File: config.mk
export PLATFORM = sky130hd
export DESIGN_NAME = rsa_decrypt_ctrl
export DESIGN_NICKNAME = d
export VERILOG_FILES = /design/src/rtl/rsa_decrypt_ctrl.sv
export SDC_FILE = /design/constraint.sdc
export NUM_CORES = 1
export LEC_CHECK = 0
export CORE_ASPECT_RATIO = 0.7
export CORE_MARGIN = 1.5
export CORE_UTILIZATION = 30
export CTS_CLUSTER_DIAMETER = 100
export DETAILED_ROUTE_END_ITERATION = 6
export SYNTH_ARGS = -nofsm -noshare
export SYNTH_HDL_FRONTEND = slang
export SYNTH_SLANG_ARGS = --single-unit
File: constraint.sdc
create_clock -name clk -period 9 [get_ports clk]
set_input_delay 1.8 -clock clk [delete_from_list [all_inputs] [get_ports clk]]
set_output_delay 1.8 -clock clk [all_outputs]
set_load 0.05 [all_outputs]
File: src/rtl/rsa_decrypt_ctrl.sv
// Square-and-multiply sequencer for m = c^d mod n; WIDTH+popcount(d) multiplier requests, one req/ack in flight, start ignored while busy.
// Optional RSA_CTRL_LZ_SKIP_EN: start the scan at the MSB set bit of d and skip its leading squaring.
module rsa_decrypt_ctrl #(
  parameter int WIDTH = 32
) (
  input  logic             clk,
  input  logic             rst,
  input  logic             start,
  input  logic [WIDTH-1:0] n_in,
  input  logic [WIDTH-1:0] d_in,
  input  logic [WIDTH-1:0] c_in,
  output logic             busy,
  output logic             done,
  output logic             err,
  output logic [WIDTH-1:0] m_out,
  output logic             mm_req,
  output logic [WIDTH-1:0] mm_a,
  output logic [WIDTH-1:0] mm_b,
  output logic [WIDTH-1:0] mm_n,
  input  logic             mm_ack,
  input  logic [WIDTH-1:0] mm_result
);

  localparam int IW = (WIDTH > 1) ? $clog2(WIDTH) : 1;

  typedef enum logic [2:0] {
    IDLE, INIT, SQR_REQ, SQR_WAIT, MUL_REQ, MUL_WAIT, FIN
  } state_t;

  state_t           state_q;
  logic [WIDTH-1:0] n_q, d_q, c_q, acc_q;
  logic [IW-1:0]    i_q;
  logic             busy_q, done_q, err_q, mm_req_q;
  logic [WIDTH-1:0] m_q, mm_a_q, mm_b_q, mm_n_q;
  logic [WIDTH-1:0] acc_init;

  // Anything mod 1 is 0, so the accumulator starts at 0 for n==1.
  assign acc_init = {{(WIDTH-1){1'b0}}, (n_q != WIDTH'(1))};

`ifdef RSA_CTRL_LZ_SKIP_EN
  function automatic logic [IW-1:0] msb_idx(input logic [WIDTH-1:0] v);
    msb_idx = '0;
    for (int k = 0; k < WIDTH; k++)
      if (v[k]) msb_idx = IW'(k);
  endfunction
`endif

  always_ff @(posedge clk or posedge rst) begin
    if (rst) begin
      state_q  <= IDLE;
      n_q      <= '0;
      d_q      <= '0;
      c_q      <= '0;
      acc_q    <= '0;
      i_q      <= '0;
      busy_q   <= 1'b0;
      done_q   <= 1'b0;
      err_q    <= 1'b0;
      m_q      <= '0;
      mm_req_q <= 1'b0;
      mm_a_q   <= '0;
      mm_b_q   <= '0;
      mm_n_q   <= '0;
    end else begin
      case (state_q)
        IDLE: begin
          if (start) begin
            n_q     <= n_in;
            d_q     <= d_in;
            c_q     <= c_in;
            mm_n_q  <= n_in;
            busy_q  <= 1'b1;
            err_q   <= 1'b0;
            state_q <= INIT;
          end
        end
        INIT: begin
          if (n_q == '0) begin
            err_q   <= 1'b1;
            m_q     <= '0;
            done_q  <= 1'b1;
            state_q <= FIN;
          end
`ifdef RSA_CTRL_LZ_SKIP_EN
          else if (d_q == '0) begin
            m_q     <= acc_init;
            done_q  <= 1'b1;
            state_q <= FIN;
          end else begin
            // Squaring the initial accumulator is a no-op, so the MSB goes straight to multiply.
            acc_q   <= acc_init;
            i_q     <= msb_idx(d_q);
            state_q <= MUL_REQ;
          end
`else
          else begin
            acc_q   <= acc_init;
            i_q     <= IW'(WIDTH-1);
            state_q <= SQR_REQ;
          end
`endif
        end
        SQR_REQ: begin
          mm_req_q <= 1'b1;
          mm_a_q   <= acc_q;
          mm_b_q   <= acc_q;
          state_q  <= SQR_WAIT;
        end
        SQR_WAIT: begin
          if (mm_ack) begin
            mm_req_q <= 1'b0;
            acc_q    <= mm_result;
            if (d_q[i_q]) begin
              state_q <= MUL_REQ;
            end else if (i_q == '0) begin
              m_q     <= mm_result;
              done_q  <= 1'b1;
              state_q <= FIN;
            end else begin
              i_q     <= i_q - IW'(1);
              state_q <= SQR_REQ;
            end
          end
        end
        MUL_REQ: begin
          mm_req_q <= 1'b1;
          mm_a_q   <= acc_q;
          mm_b_q   <= c_q;
          state_q  <= MUL_WAIT;
        end
        MUL_WAIT: begin
          if (mm_ack) begin
            mm_req_q <= 1'b0;
            acc_q    <= mm_result;
            if (i_q == '0) begin
              m_q     <= mm_result;
              done_q  <= 1'b1;
              state_q <= FIN;
            end else begin
              i_q     <= i_q - IW'(1);
              state_q <= SQR_REQ;
            end
          end
        end
        FIN: begin
          // done was raised on entry, so it and busy overlap for this single cycle.
          done_q  <= 1'b0;
          busy_q  <= 1'b0;
          state_q <= IDLE;
        end
        default: state_q <= IDLE;
      endcase
    end
  end

  assign busy   = busy_q;
  assign done   = done_q;
  assign err    = err_q;
  assign m_out  = m_q;
  assign mm_req = mm_req_q;
  assign mm_a   = mm_a_q;
  assign mm_b   = mm_b_q;
  assign mm_n   = mm_n_q;

endmodule

==> run metrics <==
outcome completed; Routed WL around 27000 um; critical path endpoint category flop; area grow syn2layout 39.7%; Max-Cap Viols 0; Cells after Synth 777; clk_skew 0.0116 ns; Initial Utilization 30.5%; Die H 155 um; CTS sink count 236; Slew @ Worst Pin a little over 0.9 ns; cell-by-cell trace of the critical path clkdlybuf4s50_1 -> and3_4 -> buf_4 -> mux2_2; CP endpoint c_q[1]; vias post-DR about 6.8k; I/O pin cnt between 200 and 300; Tot GR Track Use between 10% and 20%; Clk Latency, worst-skew pair 0.53 ns; sequential element share of the synthesized area 59.7%; Clock Tree Buf Depth 3; drt pass-1 iters 4; R2R setup slack 5.80 ns; VDD IR max 0.000245 V; WP buf/inv 2; CTS buffer count 26; setup bufs post-CTS 0; worst min path class reg -> reg; hold path startpoint acc_q[17]; synthesized area per cell 12.7 um^2; wire length per cell 18.2 um; Setup WS post-layout roughly 5.3 ns; slew margin rel. ~38%; Post-Syn Area 0.00989 mm^2; final setup vio count 0; Worst EP required roughly 9.4 ns; Leak 5.85 nW; CTS-repair resized insts 0; kind of critical path in -> reg; Die W 220 um; placed inst area between 0.01 and 0.015 mm^2; row count 55; drt drc 0; antenna viol nets, final 0; DPL Wire Length between 15000 and 20000 um; vias in the first global route 7103; Critical Path AT 4.12 ns; worst reg2reg path depth 8; Power Total roughly 5.4 mW; ys flop type dfrtp_1; max incr delay on CP 0.75 ns; Distinct cells, synth 46; Startpoint Class primary input; GR Overflow Total 0; H-tree depth 1; yosys warns 0; first-pass GRT wire length between 40000 and 50000 um; Critical-path top delay cell buf_4; pre-CTS setup slack 4.70 ns; Reg clk slew, reported paths about 0.06 ns; die area ~0.034 mm^2; routability cong. 0.762; fmax 269 MHz; power per cell area 390 mW/mm^2; Final Slew Violations 0; period utilisation layout 41.3%; Root Buffer clkbuf_16; largest net degree at the start of global routing around 130; Post-synth EDFFs 0; hold_buf cts 0; Final Hold Vio Count 0; detailed-route vias per instance 4.62; CTS tree yes; R2R Path End m_out[17]; fraction of layout cells with a size suffix above 1 18.5%; RSZ-0062 raised after global routing no; Non-Filler Cell Area, Final 0.0138 mm^2; Buffers on Ports 263; FILL cells 3077; Mapped Nets ~910; critical path launch point start; crit path time final 3.72 ns; antenna violations before repair 4; area of the core 0.0324 mm^2; nets@finish ~1.2k; Max FO, Critical Path 65; crit-path leading delay family buffers and inverters; worst reg2reg path startpoint i_q[1]; DR iter-0 viols 362; critical path depth 4; synthesized flop and latch total 236; ys async rst share 100%; Post-Route Setup TNS 0 ns
-- worst min-delay path by stage --
stage / end / slack [ns] / depth (start not counted)
floorplan: acc_q[10] / 0.47 / 2
global placement: d_q[23] / 0.49 / 1
detailed placement: acc_q[21] / 0.49 / 2
CTS: acc_q[21] / 0.51 / 2
global route: d_q[29] / 0.52 / 1
finish: acc_q[17] / 0.50 / 2
-- layout make-up --
cell class / count / area [um^2] / share of cell area (%)
inverter: 43 / 169 / 1.22
sequential: 236 / 5910 / 42.7
multi-input combinational: 453 / 3640 / 26.4
clock inverter: 7 / 85.1 / 0.616
timing repair buffer: 270 / 2700 / 19.5
antenna: 2 / 5.00 / 0.0362
tap: 427 / 534 / 3.87
clock buffer: 38 / 777 / 5.62
-- tightest hold or removal path, delay by kind of cell, from the launching register on --
| family | cells | cell delay, ns |
|---|---|---|
| AO/OA/AOI/OAI | 1 | 0.06 |
| AND/OR/NAND/NOR | 1 | 0.05 |
| flip-flops | 1 | 0.36 |
-- cells in the mapped netlist, types with 4 or more instances --
| cell type | number | share of area, % |
|---|---|---|
| clkbuf_1 | 32 | 1.2 |
| mux4_2 | 6 | 1.4 |
| buf_2 | 4 | 0.20 |
| nand2_1 | 69 | 2.6 |
| mux2_2 | 129 | 15 |
| a21o_1 | 5 | 0.38 |
| dfrtp_1 | 236 | 60 |
| o21ai_0 | 35 | 1.8 |
| mux2i_1 | 74 | 7.5 |
| a211oi_1 | 4 | 0.30 |
| inv_1 | 42 | 1.6 |
| nor4_1 | 9 | 0.57 |
| buf_1 | 4 | 0.15 |
| a21oi_1 | 39 | 2.0 |
| nor2_1 | 40 | 1.5 |
-- registers in the layout, indices dropped and copies added, names as in the netlist, 3 cells and up --
register,cells
c_q,32
state_q,3
mm_b,32
mm_n,32
acc_q,32
d_q,32
m_out,32
i_q,5
mm_a,32
-- cells by family after synthesis --
logic type / after synthesis / share of synthesized area, %
AOI/OAI and AO/OA: 104 / 6.63
xor gates and xnor gates: 1 / 0.0885
adders and majority gates: 2 / 0.253
buffers and inverters: 88 / 3.82
DFF: 236 / 59.7
muxes: 209 / 23.5
and+or+nand+nor: 137 / 5.98
-- placed cells by master (no fill, tap or decap), drive strengths merged, types with 3 or more instances in the layout --
master         count
a2bb2oi            3
mux2             129
clkdlybuf4s50    263
mux2i             74
buf                7
nand2             69
and3               3
dfrtp            236
a211oi             4
inv               43
and2               3
nor2              40
clkinv             5
nor4               9
a21o               5
clkbuf            38
mux4               6
a21oi             39
o21ai             35
-- power by group --
| part | leakage [nW] | internal, mW | switching, mW | total (mW) |
|---|---|---|---|---|
| Clock | 0.430 | 0.650 | 0.425 | 1.08 |
| Sequential | 2.82 | 1.52 | 0.318 | 1.83 |
| Combinational | 2.61 | 0.952 | 1.52 | 2.47 |
-- per-stage QoR --
step           instances  util [%]  hold slack, ns
2_1_floorplan        777         -           0.465
3_5_place_dp        1429      40.0           0.494
5_1_grt             1474      42.6           0.525
4_1_cts             1474      42.6           0.508
6_report            1476      42.6           0.504
3_3_place_gp        1429      40.0           0.486
-- layer usage --
metal | routed length (um) | global-route usage [%]
met4 | 507 | 3.34
met3 | 2500 | 6.24
met2 | 11100 | 23.2
met5 | 0 | 0
met1 | 12600 | 21.9
No activity file was read; power rests on OpenSTA's default activity.
